File: src/rtl/traffic_pkg.sv
// Shared definitions for the traffic-light timing path: default timing
// parameters, per-channel state encoding and the 7-segment digit patterns
// (active-low, segment order a..g, MSB = a) used by the light LEDs.
package traffic_pkg;

    localparam int DEF_CLK_FREQ = 50000000;
    localparam int DEF_T_SHORT  = 3;
    localparam int DEF_T_LONG   = 25;

    typedef enum logic {
        IDLE = 1'b0,
        RUN  = 1'b1
    } chan_state_t;

    localparam logic [6:0] SEG_0 = 7'b0000001;
    localparam logic [6:0] SEG_1 = 7'b1001111;
    localparam logic [6:0] SEG_2 = 7'b0010010;
    localparam logic [6:0] SEG_3 = 7'b0000110;
    localparam logic [6:0] SEG_4 = 7'b1001100;
    localparam logic [6:0] SEG_5 = 7'b0100100;
    localparam logic [6:0] SEG_6 = 7'b0100000;
    localparam logic [6:0] SEG_7 = 7'b0001111;
    localparam logic [6:0] SEG_8 = 7'b0000000;
    localparam logic [6:0] SEG_9 = 7'b0000100;

    // Decimal digit to active-low 7-segment pattern; non-digits blank.
    function automatic logic [6:0] seg7_encode(input logic [3:0] digit);
        logic [6:0] pattern;
        case (digit)
            4'd0:    pattern = SEG_0;
            4'd1:    pattern = SEG_1;
            4'd2:    pattern = SEG_2;
            4'd3:    pattern = SEG_3;
            4'd4:    pattern = SEG_4;
            4'd5:    pattern = SEG_5;
            4'd6:    pattern = SEG_6;
            4'd7:    pattern = SEG_7;
            4'd8:    pattern = SEG_8;
            4'd9:    pattern = SEG_9;
            default: pattern = 7'b1111111;
        endcase
        return pattern;
    endfunction

endpackage

File: src/rtl/traffic_timer_if.sv
// Start/timeout/busy bundle between the country-road light controller
// (master) and traffic_timer (slave).
// Optional: TRAFFIC_TIMER_DISPLAY_EN adds the sec_left_T display pattern.
interface traffic_timer_if;

    logic       start_t;
    logic       start_T;
    logic       t_timeout;
    logic       T_timeout;
    logic       busy_t;
    logic       busy_T;
`ifdef TRAFFIC_TIMER_DISPLAY_EN
    logic [6:0] sec_left_T;
`endif

    modport master (
        output start_t,
        output start_T,
        input  t_timeout,
        input  T_timeout,
        input  busy_t,
        input  busy_T
`ifdef TRAFFIC_TIMER_DISPLAY_EN
        ,
        input  sec_left_T
`endif
    );

    modport slave (
        input  start_t,
        input  start_T,
        output t_timeout,
        output T_timeout,
        output busy_t,
        output busy_T
`ifdef TRAFFIC_TIMER_DISPLAY_EN
        ,
        output sec_left_T
`endif
    );

endinterface

File: src/rtl/one_shot_timer.sv
// Restartable one-shot timer counting DURATION seconds of CLK_FREQ cycles.
// A start pulse (re)loads the interval; at the end a single-cycle timeout
// is produced unless a start arrives on the same edge, which restarts.
// Optional: TRAFFIC_TIMER_DISPLAY_EN exposes the next-cycle seconds value
// so a display register can change on the same edge as the counter.
module one_shot_timer
    import traffic_pkg::*;
#(
    parameter  int CLK_FREQ = DEF_CLK_FREQ,
    parameter  int DURATION = DEF_T_SHORT,
    localparam int PRE_W    = $clog2(CLK_FREQ),
    localparam int SEC_W    = $clog2(DURATION + 1)
) (
    input  logic             clk,
    input  logic             glob_rst,
    input  logic             start,
    output logic             timeout,
    output logic             busy
`ifdef TRAFFIC_TIMER_DISPLAY_EN
    ,
    output logic [SEC_W-1:0] sec_next
`endif
);

    localparam logic [PRE_W-1:0] PRE_LAST = PRE_W'(CLK_FREQ - 1);
    localparam logic [SEC_W-1:0] SEC_LOAD = SEC_W'(DURATION);

    chan_state_t      state_r;
    chan_state_t      state_s;
    logic [PRE_W-1:0] pre_r;
    logic [PRE_W-1:0] pre_s;
    logic [SEC_W-1:0] sec_r;
    logic [SEC_W-1:0] sec_s;
    logic             timeout_r;
    logic             timeout_s;
    logic             busy_r;
    logic             busy_s;

    // Next-state logic: load on start, count prescaler, decrement seconds.
    always_comb begin
        state_s   = state_r;
        pre_s     = pre_r;
        sec_s     = sec_r;
        timeout_s = 1'b0;
        case (state_r)
            IDLE: begin
                if (start) begin
                    state_s = RUN;
                    pre_s   = {PRE_W{1'b0}};
                    sec_s   = SEC_LOAD;
                end else begin
                    state_s = IDLE;
                end
            end
            RUN: begin
                if (start) begin
                    // Restart abandons the current interval silently.
                    pre_s = {PRE_W{1'b0}};
                    sec_s = SEC_LOAD;
                end else if (pre_r == PRE_LAST) begin
                    pre_s = {PRE_W{1'b0}};
                    // <= 1 rather than == 1 so sec can never underflow.
                    if (sec_r <= SEC_W'(1)) begin
                        state_s   = IDLE;
                        sec_s     = {SEC_W{1'b0}};
                        timeout_s = 1'b1;
                    end else begin
                        sec_s = sec_r - SEC_W'(1);
                    end
                end else begin
                    pre_s = pre_r + PRE_W'(1);
                end
            end
            default: begin
                state_s = IDLE;
                pre_s   = {PRE_W{1'b0}};
                sec_s   = {SEC_W{1'b0}};
            end
        endcase
        busy_s = (state_s == RUN);
    end

    // State, counters and registered outputs with synchronous reset.
    always_ff @(posedge clk) begin
        if (glob_rst) begin
            state_r   <= IDLE;
            pre_r     <= {PRE_W{1'b0}};
            sec_r     <= {SEC_W{1'b0}};
            timeout_r <= 1'b0;
            busy_r    <= 1'b0;
        end else begin
            state_r   <= state_s;
            pre_r     <= pre_s;
            sec_r     <= sec_s;
            timeout_r <= timeout_s;
            busy_r    <= busy_s;
        end
    end

    assign timeout = timeout_r;
    assign busy    = busy_r;

`ifdef TRAFFIC_TIMER_DISPLAY_EN
    assign sec_next = sec_s;
`endif

endmodule

File: src/rtl/traffic_timer.sv
// Dual one-shot second timer for the country-road light controller:
// the t channel times the yellow phase (T_SHORT s), the T channel the
// green phase (T_LONG s). The channels are independent.
// Optional: TRAFFIC_TIMER_DISPLAY_EN adds sec_left_T, the active-low
// 7-segment pattern of the T-channel seconds remaining mod 10.
module traffic_timer
    import traffic_pkg::*;
#(
    parameter int CLK_FREQ = DEF_CLK_FREQ,
    parameter int T_SHORT  = DEF_T_SHORT,
    parameter int T_LONG   = DEF_T_LONG
) (
    input  logic           clk,
    input  logic           glob_rst,
    traffic_timer_if.slave bus
);

`ifdef TRAFFIC_TIMER_DISPLAY_EN
    localparam int SEC_W_T = $clog2(T_LONG + 1);

    logic [SEC_W_T-1:0] sec_next_T_s;
    logic [6:0]         seg_r;
    logic [3:0]         digit_s;
`endif

    one_shot_timer #(
        .CLK_FREQ (CLK_FREQ),
        .DURATION (T_SHORT)
    ) u_short (
        .clk      (clk),
        .glob_rst (glob_rst),
        .start    (bus.start_t),
        .timeout  (bus.t_timeout),
        .busy     (bus.busy_t)
`ifdef TRAFFIC_TIMER_DISPLAY_EN
        ,
        .sec_next ()
`endif
    );

    one_shot_timer #(
        .CLK_FREQ (CLK_FREQ),
        .DURATION (T_LONG)
    ) u_long (
        .clk      (clk),
        .glob_rst (glob_rst),
        .start    (bus.start_T),
        .timeout  (bus.T_timeout),
        .busy     (bus.busy_T)
`ifdef TRAFFIC_TIMER_DISPLAY_EN
        ,
        .sec_next (sec_next_T_s)
`endif
    );

`ifdef TRAFFIC_TIMER_DISPLAY_EN
    // Units digit of the seconds value the long counter takes next edge.
    always_comb begin
        digit_s = 4'(int'(sec_next_T_s) % 10);
    end

    // Display register follows the seconds counter on the same edge.
    always_ff @(posedge clk) begin
        if (glob_rst) begin
            seg_r <= SEG_0;
        end else begin
            seg_r <= seg7_encode(digit_s);
        end
    end

    assign bus.sec_left_T = seg_r;
`endif

endmodule

File: src/flat_wrapper.sv
// flat-port wrapper written by rule: the top's interface ports become plain ports
module traffic_timer_flat import traffic_pkg::*;
#(
    parameter int CLK_FREQ = DEF_CLK_FREQ,
    parameter int T_SHORT  = DEF_T_SHORT,
    parameter int T_LONG   = DEF_T_LONG
)
  (clk, glob_rst, bus_start_t, bus_start_T, bus_t_timeout, bus_T_timeout, bus_busy_t, bus_busy_T);
  traffic_timer_if bus_i ();
  input  logic clk;
  input  logic glob_rst;
  input wire logic [$bits(bus_i.start_t)-1:0] bus_start_t;
  input wire logic [$bits(bus_i.start_T)-1:0] bus_start_T;
  output wire logic [$bits(bus_i.t_timeout)-1:0] bus_t_timeout;
  output wire logic [$bits(bus_i.T_timeout)-1:0] bus_T_timeout;
  output wire logic [$bits(bus_i.busy_t)-1:0] bus_busy_t;
  output wire logic [$bits(bus_i.busy_T)-1:0] bus_busy_T;
  assign bus_i.start_t = bus_start_t;
  assign bus_i.start_T = bus_start_T;
  assign bus_t_timeout = bus_i.t_timeout;
  assign bus_T_timeout = bus_i.T_timeout;
  assign bus_busy_t = bus_i.busy_t;
  assign bus_busy_T = bus_i.busy_T;
  traffic_timer #(.CLK_FREQ(CLK_FREQ), .T_SHORT(T_SHORT), .T_LONG(T_LONG)) u_core (.clk(clk), .glob_rst(glob_rst), .bus(bus_i));
endmodule
File: config.mk
export PLATFORM = sky130hd
export DESIGN_NAME = traffic_timer_flat
export DESIGN_NICKNAME = d
export VERILOG_FILES = /design/src/rtl/traffic_pkg.sv /design/src/rtl/traffic_timer_if.sv /design/src/rtl/one_shot_timer.sv /design/src/rtl/traffic_timer.sv /design/src/flat_wrapper.sv
export SDC_FILE = /design/constraint.sdc
export NUM_CORES = 1
export LEC_CHECK = 0
export CORE_AREA = 8 8 83 85
export CTS_CLUSTER_SIZE = 16
export DETAILED_ROUTE_END_ITERATION = 8
export DIE_AREA = 0 0 91 93
export PLACE_DENSITY = 0.85
export SYNTH_ARGS = -nofsm -noshare
export SYNTH_HDL_FRONTEND = slang
export SYNTH_SLANG_ARGS = --single-unit
File: constraint.sdc
create_clock -name clk -period 2.5 [get_ports clk]
set_input_delay 0.25 -clock clk [delete_from_list [all_inputs] [get_ports clk]]
set_output_delay 0.25 -clock clk [all_outputs]
set_load 0.01 [all_outputs]
# Word-level counts from Yosys, hierarchy flattened

Index checks and enable logic that the tools add are counted.

Add/subtract/negate cells: 4
Magnitude comparators: 2
Equal/unequal tests: 6
Muxes and demuxes: 30
Bitwise gates (word level): 4
Reductions and logical operators: 4

Operators with widths:

| operator                                                                         | count |
|---|---|
| 26-bit two-way mux                                                               | 6 |
| 26-bit one-hot mux with 2 select lines                                           | 2 |
| 26-bit by 1-bit adder with 26-bit output, second input constant                  | 2 |
| 26-bit equality test, second input constant                                      | 2 |
| 5-bit two-way mux                                                                | 4 |
| 1-bit two-way mux                                                                | 10 |
| 5-bit one-hot mux with 2 select lines                                            | 1 |
| 2-bit two-way mux                                                                | 4 |
| 4-bit OR reduction                                                               | 2 |
| 3-bit by 2-bit inequality test with 1-bit output, second input constant          | 2 |
| 5-bit by 1-bit less-or-equal comparator with 1-bit output, second input constant | 1 |
| 5-bit by 1-bit subtractor with 5-bit output, second input constant               | 1 |
| 2-bit inequality test, second input constant                                     | 2 |
| 1-bit inverter                                                                   | 4 |
| 1-bit one-hot mux with 2 select lines                                            | 2 |
| 2-bit one-hot mux with 2 select lines                                            | 1 |
| 2-bit AND reduction                                                              | 2 |
| 2-bit by 1-bit less-or-equal comparator with 1-bit output, second input constant | 1 |
| 2-bit by 1-bit subtractor with 2-bit output, second input constant               | 1 |

Register bits: 63
Bits of input ports: 4
Logic and storage cells: 58

# Longest topological paths before layout

Gate-level depths: netlist (run 1).

Word-level depth: 5
Depth in mapped cells: 8

# Hierarchy

From an unflattened synthesis (run 1), not the netlist that was laid out.

Cell total of the unflattened synthesis: 410
Area total of the unflattened synthesis: 3,404.5 sq um

By module, submodules not included:

| module                           | times used | cells each | area an instance (sq um) | sequential area each (sq um) |
|---|---|---|---|---|
| one_shot_timer at u_core.u_long  | 1          | 217        | 1,770.4                  | 660.6 |
| one_shot_timer at u_core.u_short | 1          | 193        | 1,634.1                  | 600.6 |

# Worst setup path before layout (run 1)

No wires, ideal clock.

Path kind: reg2reg
Start point: register u_core.u_short.pre_r[10]
End point: register u_core.u_short.state_r
Library setup time: 0.132 ns
Data arrival time: 2.143 ns
Data required time: 2.368 ns
Slack: 0.224 ns
Cell stages (with the launch flop): 7
Buffers on the path: 1
Period minus slack after synthesis: 2.276 ns
Cells stage by stage: dfxtp_1 -> buf_6 -> or4_4 -> or4_4 -> or4_4 -> o21ai_1 -> a21oi_1

Word-level cells in the longest chain between the ends: 4

RTL lines:

| item                                  | RTL line             | source |
|---|---|---|
| start: declaration                    | one_shot_timer.sv:30 | `logic [PRE_W-1:0] pre_r;` |
| start signal: assignment              | one_shot_timer.sv:87 | `pre_r <= {PRE_W{1'b0}};` |
| start signal: assignment              | one_shot_timer.sv:93 | `pre_r <= pre_s;` |
| 26-bit equality test                  | one_shot_timer.sv:60 | `end else if (pre_r == PRE_LAST) begin` |
| 1-bit two-way mux                     | one_shot_timer.sv:60 |  |
| 1-bit two-way mux                     | one_shot_timer.sv:56 | `if (start) begin` |
| 1-bit one-hot mux with 2 select lines | one_shot_timer.sv:45 | `case (state_r)` |
| end signal: assignment                | one_shot_timer.sv:92 | `state_r <= state_s;` |
| end: declaration                      | one_shot_timer.sv:28 | `chan_state_t state_r;` |

No other way between the ends.
A chain may end at the register's enable or synchronous reset.

# Worst setup path in the final report (run 1)

Start point: register u_core.u_short.pre_r[7]
End point: register u_core.u_short.state_r

The elaborated chain is that of the path after synthesis.

==> results of run 1 <==
per-layer routing:
metal  part of all wire, %  vias up  wire length (um)  global-route usage [%]
met1                    44     1591              3640                    25.7
met2                    47      141              3920                    31.9
met4                   2.2        0               180                    9.55
met3                   7.4       21               619                    3.37
li1                      -     1607                 -                       -
met5                     0        -                 0                       0
worst max-delay path: cells and delay by family, from the launching register on:
kind,cells,cell delay (ns)
simple gates,3,1.71
compound gates,2,0.22
flops,1,0.37
report_power, final:
group	switching, W	leakage [nW]	internal (W)	total, W
Combinational	0.0000804	0.637	0.0000482	0.000129
Clock	0.000396	0.114	0.000616	0.00101
Sequential	0.0000129	0.510	0.00102	0.00103
Total	0.000490	1.26	0.00168	0.00217
path summary, 6_finish.rpt:
| kind | from | end | slack (ns) | cells past startpoint |
|---|---|---|---|---|
| max | u_core.u_short.pre_r[7]$_SDFFE_PP0P_ | u_core.u_short.state_r$_SDFF_PP0_ | 0.09 | 5 |
| min | u_core.u_long.pre_r[25]$_SDFFE_PP0P_ | u_core.u_long.pre_r[25]$_SDFFE_PP0P_ | 0.47 | 1 |
| max reg2reg | u_core.u_short.pre_r[7]$_SDFFE_PP0P_ | u_core.u_short.state_r$_SDFF_PP0_ | 0.09 | 5 |
| min reg2reg | u_core.u_long.pre_r[25]$_SDFFE_PP0P_ | u_core.u_long.pre_r[25]$_SDFFE_PP0P_ | 0.47 | 1 |
per-stage QoR:
step / instances / area (um^2) / util (%)
after floorplan: 413 / 3290 / -
after global placement: 500 / 3550 / 62.5
after detailed placement: 500 / 3550 / 62.5
after CTS: 516 / 3770 / 66.5
after global routing: 516 / 3790 / 66.8
final: 516 / 3790 / 66.8
layout make-up:
| type | count | area (um^2) | area share (%) |
|---|---|---|---|
| Sequential cell | 63 | 1260 | 33.3 |
| Clock inverter | 3 | 65.1 | 1.72 |
| Multi-Input combinational cell | 319 | 1920 | 50.7 |
| Tap cell | 75 | 93.8 | 2.48 |
| Inverter | 14 | 52.6 | 1.39 |
| Timing Repair Buffer | 29 | 235 | 6.21 |
| Clock buffer | 13 | 159 | 4.19 |
Yosys cell counts, types with 4 or more instances:
cell type	count
sky130_fd_sc_hd__dfxtp_1	63
sky130_fd_sc_hd__nand3b_1	4
sky130_fd_sc_hd__a21oi_1	43
sky130_fd_sc_hd__nor3_1	14
sky130_fd_sc_hd__a31oi_1	23
sky130_fd_sc_hd__ha_1	4
sky130_fd_sc_hd__inv_1	14
sky130_fd_sc_hd__o21ai_0	20
sky130_fd_sc_hd__a41oi_1	4
sky130_fd_sc_hd__clkbuf_1	13
sky130_fd_sc_hd__and3_1	13
sky130_fd_sc_hd__nor2_1	31
sky130_fd_sc_hd__nor4_1	7
sky130_fd_sc_hd__mux2i_1	9
sky130_fd_sc_hd__nand3_1	31
sky130_fd_sc_hd__nand4_1	17
sky130_fd_sc_hd__or3_1	7
sky130_fd_sc_hd__nand2_1	37
what timing repair did:
| item | 4_1_cts | 5_1_grt |
|---|---|---|
| setup endpoints to repair | 0 | 15 |
| endpoints found under the hold margin | 0 | 0 |
| gates resized for setup | 0 | 2 |
flip-flops by register name, summed over array words and instances (netlist names):
register and cells:
u_core.u_long.timeout 1, u_core.u_long.pre_r 26, u_core.u_short.state_r 1, u_core.u_short.sec_r 2, u_core.u_short.pre_r 26, u_core.u_short.timeout 1
u_core.u_long.busy 1, u_core.u_long.sec_r 5
kinds of logic (layout without fill, tap and decap cells):
group | count (synthesis) | count (layout) | share of synthesized area [%]
buffers and inverters | 31 | 59 | 3.84
adders and majority gates | 4 | 4 | 1.52
and+or+nand+nor | 184 | 184 | 30.4
muxes | 10 | 10 | 3.08
xor gates and xnor gates | 5 | 5 | 1.33
AOI/OAI and AO/OA | 116 | 116 | 21.5
DFF | 63 | 63 | 38.4
placed cells by master, fill, tap and decap left out, types with 4 or more instances in the layout:
cell type	count
sky130_fd_sc_hd__a21oi_1	43
sky130_fd_sc_hd__a31oi_1	23
sky130_fd_sc_hd__a41oi_1	4
sky130_fd_sc_hd__and3_1	13
sky130_fd_sc_hd__buf_4	22
sky130_fd_sc_hd__clkbuf_8	11
sky130_fd_sc_hd__clkdlybuf4s50_1	7
sky130_fd_sc_hd__dfxtp_1	63
sky130_fd_sc_hd__ha_1	4
sky130_fd_sc_hd__inv_1	14
sky130_fd_sc_hd__mux2i_1	9
sky130_fd_sc_hd__nand2_1	37
sky130_fd_sc_hd__nand3_1	31
sky130_fd_sc_hd__nand3b_1	4
sky130_fd_sc_hd__nand4_1	17
sky130_fd_sc_hd__nor2_1	31
sky130_fd_sc_hd__nor3_1	14
sky130_fd_sc_hd__nor4_1	7
sky130_fd_sc_hd__o21ai_0	20
sky130_fd_sc_hd__or3_1	7
==> run summary, run 1 <==
Routability-driven placement finished with a final weighted congestion of 0.873. In the final routed layout, each cell accounts on average for 16.2 um. The cell type with the highest occurrence count on the critical path is sky130_fd_sc_hd__or4_4.

In this run, synthesis produced a sequential element count of 63. From synthesis to final layout, the design area changed by 15.2%. The tree built by TritonCTS fans out to 63 sinks. The summed negative setup slack over all endpoints came out at 0 ns. The tools report the number of top-level pins as 8.

STA classifies the critical path startpoint as a register. Number of nets in the synthesized netlist: 421. The biggest area contributor in the post-synthesis netlist is sky130_fd_sc_hd__dfxtp_1. For the worst setup path, the data required time is 2.73 ns. For the total power, the log shows 0.00217 W. The run gives 14,100 um as the wire length of the first global-routing pass. In the global route stage, overall resource usage came out at 20.0%.

The H-tree was split into 3 levels. For the max-capacitance violation count, the log shows 0. For the worst setup path, the data arrival time is 2.64 ns. Number of max-slew violations in the final report: 0. In the routed layout, each cell is associated on average with a via count of 6.51.

The total CTS buffers is 9. Measured against its own limit, the worst slew margin works out to 54.7%. The first detailed-routing pass ran for 5 iterations.

Yosys attributes the largest share of cell area to sky130_fd_sc_hd__dfxtp_1, sky130_fd_sc_hd__a21oi_1, sky130_fd_sc_hd__nand3_1. The clock root buffer master was sky130_fd_sc_hd__clkbuf_8. Before CTS, the worst setup slack after placement is 0.0348 ns.

The number of global-route vias before repair was 3,010. The mapped netlist covers 0.00329 mm^2. The tools report the worst hold margin as 0.467 ns. The number of port buffers is 7. For the worst-skew pair, the clock arrives at the later sink with an insertion delay of 0.34 ns. STA classifies the critical path endpoint as a register.

For the largest net degree at the start of global routing, the log shows 28. The share of the clock period used by the worst path is 96.6%. Maximum clock insertion buffer count: 2. Async set-or-reset flop fraction in the synthesized netlist: 0%.

Classification of the worst-slack hold path: register to register. The number of hold buffers added after CTS was 0. Across the routed clock network, the largest skew measured is 0.00421 ns. Power spread over the standard cell area amounts to 572 mW/mm^2. The final layout contains routed wiring with a total length of 8350 um.

Maximum single-stage delay on the critical path: 0.58 ns. The mean instance size in the synthesized netlist works out to 7.96 um^2. The fraction of layout instances using a drive strength above 1 came out at 11.1%. In this run the static leakage power is 1.26 nW.

The starting DRC count in detailed routing is 388, and the area share of the largest cell type after synthesis is 38.4%. At the pin with the least slew margin, the transition time is 0.678 ns. The run gives 444 as the count of nets after finishing. After clock tree synthesis, the setup repair step added 0 buffers. The total area inside the core boundary comes to 0.00568 mm^2. The tools report the share of synthesized area occupied by flip-flops and latches as 38.4%.

The die is 93 um tall. The area enclosed by the die boundary came out at 0.00846 mm^2. Yosys mapped a number of flops with a built-in enable equal to 0.

For the final hold violation count, the log shows 0. For the initial antenna violation count, the log shows 0. Setup repair after global routing left no endpoint under its margin.

The run finished with clean final reports. The initial utilization of the core area, before any placement, comes to 57.9%. The total global routing overflow is 0.

TritonCTS built the clock tree. After clock tree synthesis, the clock-pin slew on the worst setup and hold paths is 0.07 ns. The remaining number of nets flagged by the antenna check after routing is 0, and the total number of vias is 3,360. Based on the critical path, the design can be clocked at up to 414 MHz.

Counting I/O delays and the setup requirement, the final critical path takes 2.41 ns. The floorplan has 28 rows. Width of the die: 91 um.

For this run, the number of Yosys warnings is 0. Traced cell by cell, the critical path runs through or4_4, or4_4, or4_4, o21ai_1, a21oi_1. The class of the most critical setup path is register to register. The fill cell instance count of the final layout is 475, and the largest driver fanout on the critical path is 7. For the gate count of the mapped netlist, the log shows 413. For the count of inserted antenna diode cells, the log shows 0. Setup violations remaining at the end of the flow were counted as 0. Synthesis instantiated 56 different standard cells from the library. The largest vdd supply drop was 0.495 mV; the post-detailed-route DRC marker count was 0.

Summed over all nets, the half-perimeter wirelength after detailed placement is 5710 um. In the post-route analysis, the smallest setup slack over all paths is 0.0860 ns. Most used flip-flop cell after synthesis: sky130_fd_sc_hd__dfxtp_1. The largest individual stage delay along the critical path comes from the cell sky130_fd_sc_hd__or4_4.
(Power assumes the default switching activity.)
==> run 2, diff against run 1 <==
--- a/config.mk
+++ b/config.mk
@@ -6,6 +6,7 @@
 export NUM_CORES = 1
 export LEC_CHECK = 0
 export CORE_AREA = 8 8 83 85
+export CTS_CLUSTER_DIAMETER = 60
 export CTS_CLUSTER_SIZE = 16
 export DETAILED_ROUTE_END_ITERATION = 8
 export DIE_AREA = 0 0 91 93
==> results of run 2 <==
Final layout, timing and power as in run 1 (identical DEF).
